**config.mk**
```make
export PLATFORM = sky130hd
export DESIGN_NAME = trigger_scheduler
export DESIGN_NICKNAME = d
export VERILOG_FILES = /design/src/rtl/trigger_sched_pkg.sv /design/src/rtl/trig_event_fifo.sv /design/src/rtl/trigger_scheduler.sv
export SDC_FILE = /design/constraint.sdc
export NUM_CORES = 1
export LEC_CHECK = 0
export ABC_AREA = 1
export CAP_MARGIN = 20
export CELL_PAD_IN_SITES_DETAIL_PLACEMENT = 1
export CELL_PAD_IN_SITES_GLOBAL_PLACEMENT = 1
export CORE_MARGIN = 1.5
export CORE_UTILIZATION = 52
export CTS_CLUSTER_DIAMETER = 150
export CTS_CLUSTER_SIZE = 28
export DETAILED_ROUTE_END_ITERATION = 10
export PLACE_DENSITY_LB_ADDON = 0.1
export SYNTH_ARGS = -nofsm -noshare
export SYNTH_HDL_FRONTEND = slang
export SYNTH_SLANG_ARGS = --single-unit
export TNS_END_PERCENT = 100
```
**constraint.sdc**
```tcl
create_clock -name clk125 -period 23.6 [get_ports clk125]
set_input_delay 4.72 -clock clk125 [delete_from_list [all_inputs] [get_ports clk125]]
set_output_delay 4.72 -clock clk125 [all_outputs]
set_load 0.005 [all_outputs]
```
**src/rtl/trigger_sched_pkg.sv**
```systemverilog
// Shared types for the camera-trigger sequencer: FSM states and the captured event record.
package trigger_sched_pkg;

    localparam int unsigned SEQ_W = 16;
    localparam int unsigned EV_W  = 64 + SEQ_W;

    typedef enum logic [1:0] {
        IDLE,
        PULSE,
        WAIT
    } state_t;

    typedef struct packed {
        logic [SEQ_W-1:0] seq;
        logic [63:0]      ts;
    } ev_t;

endpackage

```
**src/rtl/trig_event_fifo.sv**
```systemverilog
// First-word-fall-through synchronous FIFO holding captured trigger events.
module trig_event_fifo #(
    parameter int unsigned AW    = 3,
    parameter int unsigned WIDTH = 80
) (
    input  logic             clk,
    input  logic             rst_n,
    input  logic             push,
    input  logic [WIDTH-1:0] wdata,
    input  logic             pop,
    output logic [WIDTH-1:0] rdata,
    output logic             full,
    output logic             empty
);

    localparam int unsigned DEPTH = 1 << AW;

    logic [WIDTH-1:0] mem [DEPTH];
    logic [AW:0]      wptr_q, rptr_q;
    logic             do_push, do_pop;

    assign empty   = (wptr_q == rptr_q);
    assign full    = (wptr_q[AW] != rptr_q[AW]) && (wptr_q[AW-1:0] == rptr_q[AW-1:0]);
    assign do_pop  = pop && !empty;
    // A pop in the same cycle frees the slot, so a push on full is still accepted.
    assign do_push = push && (!full || do_pop);
    assign rdata   = mem[rptr_q[AW-1:0]];

    always_ff @(posedge clk or negedge rst_n) begin
        if (!rst_n) begin
            wptr_q <= '0;
            rptr_q <= '0;
        end else begin
            if (do_push) wptr_q <= wptr_q + 1'b1;
            if (do_pop)  rptr_q <= rptr_q + 1'b1;
        end
    end

    always_ff @(posedge clk) begin
        if (do_push) mem[wptr_q[AW-1:0]] <= wdata;
    end

endmodule

```
**src/rtl/trigger_scheduler.sv**
```systemverilog
// Periodic camera-trigger sequencer on usec timestamp boundaries with event capture FIFO.
// Optional one-shot software trigger port enabled by defining TRIG_SW_EN.
module trigger_scheduler
    import trigger_sched_pkg::*;
#(
    parameter int unsigned PERIOD_W = 24,
    parameter int unsigned PULSE_W  = 16,
    parameter int unsigned FIFO_AW  = 3
) (
    input  logic                clk125,
    input  logic                rst_n,
    input  logic [63:0]         ts,
    input  logic                en,
    input  logic [PERIOD_W-1:0] period_us,
    input  logic [PULSE_W-1:0]  pulse_us,
`ifdef TRIG_SW_EN
    input  logic                sw_trig,
`endif
    output logic                trig_out,
    output logic                ev_valid,
    input  logic                ev_ready,
    output logic [63:0]         ev_ts,
    output logic [SEQ_W-1:0]    ev_seq,
    output logic                ev_ovf,
    input  logic                ev_ovf_clr,
    output logic                busy
);

    state_t              state_q, state_d;
    logic [63:0]         ts_q;
    logic                primed_q;
    logic                tick;
    logic [PERIOD_W-1:0] cnt_q, cnt_d;
    logic [PERIOD_W-1:0] period_q, period_d, period_c;
    logic [PERIOD_W-1:0] pulse_q, pulse_d, pulse_c;
    logic [SEQ_W-1:0]    seq_q;
    logic                trig_q;
    logic                ovf_q;
    logic                capture;
    logic                sw_go;
    logic                fifo_full, fifo_empty, fifo_pop, drop;
    ev_t                 ev_in, ev_head;

    // Suppress the tick on the first cycle out of reset while ts_q primes.
    assign tick = primed_q && (ts != ts_q);

`ifdef TRIG_SW_EN
    logic sw_pend_q;

    // Hold a software request seen in IDLE until the next usec boundary starts the pulse.
    always_ff @(posedge clk125 or negedge rst_n) begin
        if (!rst_n) sw_pend_q <= 1'b0;
        else        sw_pend_q <= (state_q == IDLE) && !capture && (sw_pend_q || sw_trig);
    end
    assign sw_go = sw_pend_q || (sw_trig && (state_q == IDLE));
`else
    assign sw_go = 1'b0;
`endif

    always_comb begin
        period_c = period_us;
        if (period_us < PERIOD_W'(2)) period_c = PERIOD_W'(2);
        pulse_c = PERIOD_W'(pulse_us);
        if (pulse_c == '0) pulse_c = PERIOD_W'(1);
        if (pulse_c >= period_c) pulse_c = period_c - PERIOD_W'(1);
    end

    always_comb begin
        state_d  = state_q;
        cnt_d    = cnt_q;
        period_d = period_q;
        pulse_d  = pulse_q;
        capture  = 1'b0;
        unique case (state_q)
            IDLE: begin
                if (tick && (en || sw_go)) begin
                    state_d  = PULSE;
                    cnt_d    = '0;
                    period_d = period_c;
                    pulse_d  = pulse_c;
                    capture  = 1'b1;
                end
            end
            PULSE: begin
                if (tick) begin
                    cnt_d = cnt_q + PERIOD_W'(1);
                    if (cnt_q == pulse_q - PERIOD_W'(1)) state_d = WAIT;
                end
            end
            WAIT: begin
                if (tick) begin
                    cnt_d = cnt_q + PERIOD_W'(1);
                    if (cnt_q == period_q - PERIOD_W'(1)) begin
                        if (en) begin
                            state_d  = PULSE;
                            cnt_d    = '0;
                            period_d = period_c;
                            pulse_d  = pulse_c;
                            capture  = 1'b1;
                        end else begin
                            state_d = IDLE;
                        end
                    end
                end
            end
            default: state_d = IDLE;
        endcase
    end

    always_ff @(posedge clk125 or negedge rst_n) begin
        if (!rst_n) begin
            state_q  <= IDLE;
            ts_q     <= '0;
            primed_q <= 1'b0;
            cnt_q    <= '0;
            period_q <= PERIOD_W'(2);
            pulse_q  <= PERIOD_W'(1);
            seq_q    <= '0;
            trig_q   <= 1'b0;
            ovf_q    <= 1'b0;
        end else begin
            state_q  <= state_d;
            ts_q     <= ts;
            primed_q <= 1'b1;
            cnt_q    <= cnt_d;
            period_q <= period_d;
            pulse_q  <= pulse_d;
            trig_q   <= (state_d == PULSE);
            if (capture) seq_q <= seq_q + 1'b1;
            if (drop)             ovf_q <= 1'b1;
            else if (ev_ovf_clr)  ovf_q <= 1'b0;
        end
    end

    assign ev_in    = '{seq: seq_q, ts: ts};
    assign fifo_pop = ev_ready && !fifo_empty;
    assign drop     = capture && fifo_full && !fifo_pop;

    trig_event_fifo #(
        .AW    (FIFO_AW),
        .WIDTH (EV_W)
    ) u_fifo (
        .clk   (clk125),
        .rst_n (rst_n),
        .push  (capture),
        .wdata (ev_in),
        .pop   (fifo_pop),
        .rdata (ev_head),
        .full  (fifo_full),
        .empty (fifo_empty)
    );

    assign trig_out = trig_q;
    assign ev_valid = !fifo_empty;
    assign ev_ts    = fifo_empty ? 64'd0 : ev_head.ts;
    assign ev_seq   = fifo_empty ? '0 : ev_head.seq;
    assign ev_ovf   = ovf_q;
    assign busy     = (state_q != IDLE);

endmodule

```
==> flow_summary.ini <==
[routing]
ant_nets = 0
drtPass1Iterations = 5
wirelength_um = 97200
wl_per_cell_um = 22.6
vias = 25000
routed_via_density = 5.80
drc = 0
drt-initial-drc-count = 1768

[cells_and_area]
finalNetCount = 3547
drive_gt1_share_pct = 3.06
syn2layout_area_growth_pct = 10.1

[global_route]
grt_pass1_vias = 26500
grt_overflow = 0
antenna_found_initial = 4
grt_max_degree = 126
grt_use_total_pct = 27.9
grt_pass1_wl_um = 151000

[synthesis]
synth_top_family_by_area = simple AND/OR/NAND/NOR gates
yosys_warnings = 0
synth_cells = 3336
synthXorXnorAreaFrac_pct = 3.13
yosys.area_share.simple_pct = 15.1
synth_area_leaders = edfxtp_1 55%, dfrtp_1 12%, nor2_1 7.8%
ys_ff_latch = 805
yosys-top-cells-count = 729 x nor2_1, 640 x edfxtp_1, 451 x o21ai_0
synth_edf_count = 640
seq_area_frac_synth_pct = 66.3
synth_mux_area_share_pct = 0.0568
synth_most_common_cell = nor2_1
ys_types = 45
yosys.area.top_type = edfxtp_1
synth.cell_area_mm2 = 0.0352
syn_area_per_cell_um2 = 10.6
synth_top_cell_area_share_pct = 54.5
synth_compound_area_share_pct = 10.2
synthAdderAreaFrac_pct = 0.994
synth_ff_type = edfxtp_1
async_flop_share_pct = 20.5
syn-num-nets = 3473

[clock_network]
root_buffer = clkbuf_16
cts_buffers = 34
clock-sinks = 805
clk_pin_slew_worst_paths_ns = 0.10
h-tree-depth = 2
clock_latency_ns = 0.60
ctsResizeCount = 0
hold_buffers = 0
tritoncts = built
post_cts_buffers = 0
clockBufferDepth = 3

[place]
routabilityCongestion = 0.873
port_buffers = 192
hpwl_um = 59800
place_ws_ns = 13.82

[floorplanning]
dieArea_mm2 = 0.0693
start_util_pct = 52.5
ios = 193
die_y_um = 263
core_mm2 = 0.0672
rows = 95
fp.dieW_um = 263

[power]
p_sw_mw = 1.59
power_per_cell_area_mw_per_mm2 = 108
pwr-share-comb_pct = 39.4
switching_share_pct = 38.1
p_seq_share_pct = 43.6
p_int_mw = 2.58
vdd_drop_max_uv = 65.8
clockPowerShare_pct = 17.0
p_leak_nw = 14.3

[sta]
layout_min_cycle_time_ns = 9.61
slew_viol_final = 0
setup_ws_ns = 13.99
fin_crit_sh_pct = 40.7
final.setup.tns_ns = 0
rsz0062_at_grt = false
slew_headroom_pct = 28.8
fmax_mhz = 104
finClkSkew_ns = 0.0287
setup_viol = 0
worstMarginPinSlew_ns = 1.07
hold_viol = 0

[worst_setup_path]
end_kind = output port
path_max_fanout = 125
crit_slowest_cell = dfrtp_4
worstSetupPathType = flop to output port
cp-start-kind = flop
cpMostUsedCell = nand2_1
slowest_delay_ns = 0.96
cp.required_ns = 18.88
crit_chain = inv_8 > nand2_1 > a21oi_1 > nand2_1 > nor2_1 > inv_2 > buf_4 > o21ai_0 > a31oi_1 > clkdlybuf4s50_1
cp.arrival_ns = 4.89

[run]
maxCapViolCount = 0

[worst_hold_path]
hp-class = flop to flop

[run_status]
outcome = finished clean
## path summary, 6_finish.rpt
kind | startpoint | to | slack, ns | depth (start not counted)
hold / removal | u_fifo.rptr_q[3] | u_fifo.rptr_q[3] | 0.51 | 1
min in group asynchronous | rst_n | cnt_q[21] | 4.12 | 1
setup / recovery | u_fifo.rptr_q[0] | ev_ts[14] | 13.99 | 10
setup reg to reg | u_fifo.rptr_q[0] | u_fifo.mem[2][15] | 17.39 | 12
max in group asynchronous | rst_n | ts_q[62] | 17.40 | 3
hold reg to reg | u_fifo.rptr_q[3] | u_fifo.rptr_q[3] | 0.51 | 1
## cells by family (layout without fill, tap and decap cells)
family,count (synthesis),in the layout
AND/OR/NAND/NOR,1326,1326
flip-flops,805,805
AO/OA/AOI/OAI,665,665
buffers and inverters,383,483
XOR/XNOR,126,126
adder cells (fa/ha/maj),28,28
multiplexers,2,2
other,1,4
## sequential cells by signal (all words and copies together), names as in the netlist, 2 cells and up
register / count
u_fifo.wptr_q: 4
cnt_q: 24
pulse_q: 24
state_q: 2
u_fifo.mem: 640
u_fifo.rptr_q: 4
period_q: 24
ts_q: 64
seq_q: 16
## stage by stage
stage | util [%] | cell area (um^2) | total power, mW | cells | hold slack [ns]
CTS | 57.8 | 38800 | 4.20 | 4309 | 0.519
finish | 57.8 | 38800 | 4.18 | 4312 | 0.515
floorplan | - | 35200 | 2.73 | 3336 | 0.464
global route | 57.8 | 38800 | 4.41 | 4312 | 0.534
detailed placement | 56.3 | 37800 | 3.50 | 4247 | 0.496
global placement | 56.3 | 37800 | 3.41 | 4246 | 0.483
## critical path, delay by kind of cell, from the launching register on
kind / cells / cell delay [ns]
buf+inv: 4 / 2.25
flops: 1 / 0.96
compound gates: 3 / 0.71
simple gates: 3 / 0.29
## power by group through the flow
stage / combinational, mW / clock [mW] / sequential, mW
2_1_floorplan: 0.944 / 0 / 1.78
3_3_place_gp: 1.57 / 0 / 1.84
3_5_place_dp: 1.65 / 0 / 1.85
4_1_cts: 1.66 / 0.723 / 1.82
5_1_grt: 1.81 / 0.761 / 1.84
6_report: 1.65 / 0.709 / 1.82
## cell usage in the layout (no fill, tap or decap), types with 5 or more instances in the layout
cell type	count
nand2_2	5
inv_1	194
nor3_1	20
xnor2_1	22
o21bai_1	5
xor2_1	104
nand2_1	420
nor2_2	8
buf_4	28
ha_1	28
a21oi_1	32
edfxtp_1	640
nor2_1	726
nand3b_1	15
nor3_2	6
o22ai_1	81
o21ai_0	451
nand3_1	90
clkbuf_16	34
nor2_4	5
dfrtp_1	161
clkdlybuf4s50_1	191
clkbuf_1	24
a31oi_1	80
nor4_1	6
nand4_1	18
## metal layers
layer	GRT usage, %	share of wire [%]	vias to the layer above
li1	-	-	11500
met1	35.4	41	12800
met2	50.5	52	529
met3	2.74	3.6	146
met4	8.81	2.9	2
met5	0	0.011	-
## cell type report
class | instances | area (um^2)
fill | 7193 | 28400
sequential | 805 | 23400
multi-input combinational | 2148 | 10400
timing repair buffer | 221 | 2160
tap | 873 | 1090
clock buffer | 58 | 941
inverter | 200 | 763
clock inverter | 4 | 42.5
antenna | 3 | 7.51
(Power assumes the default switching activity.)
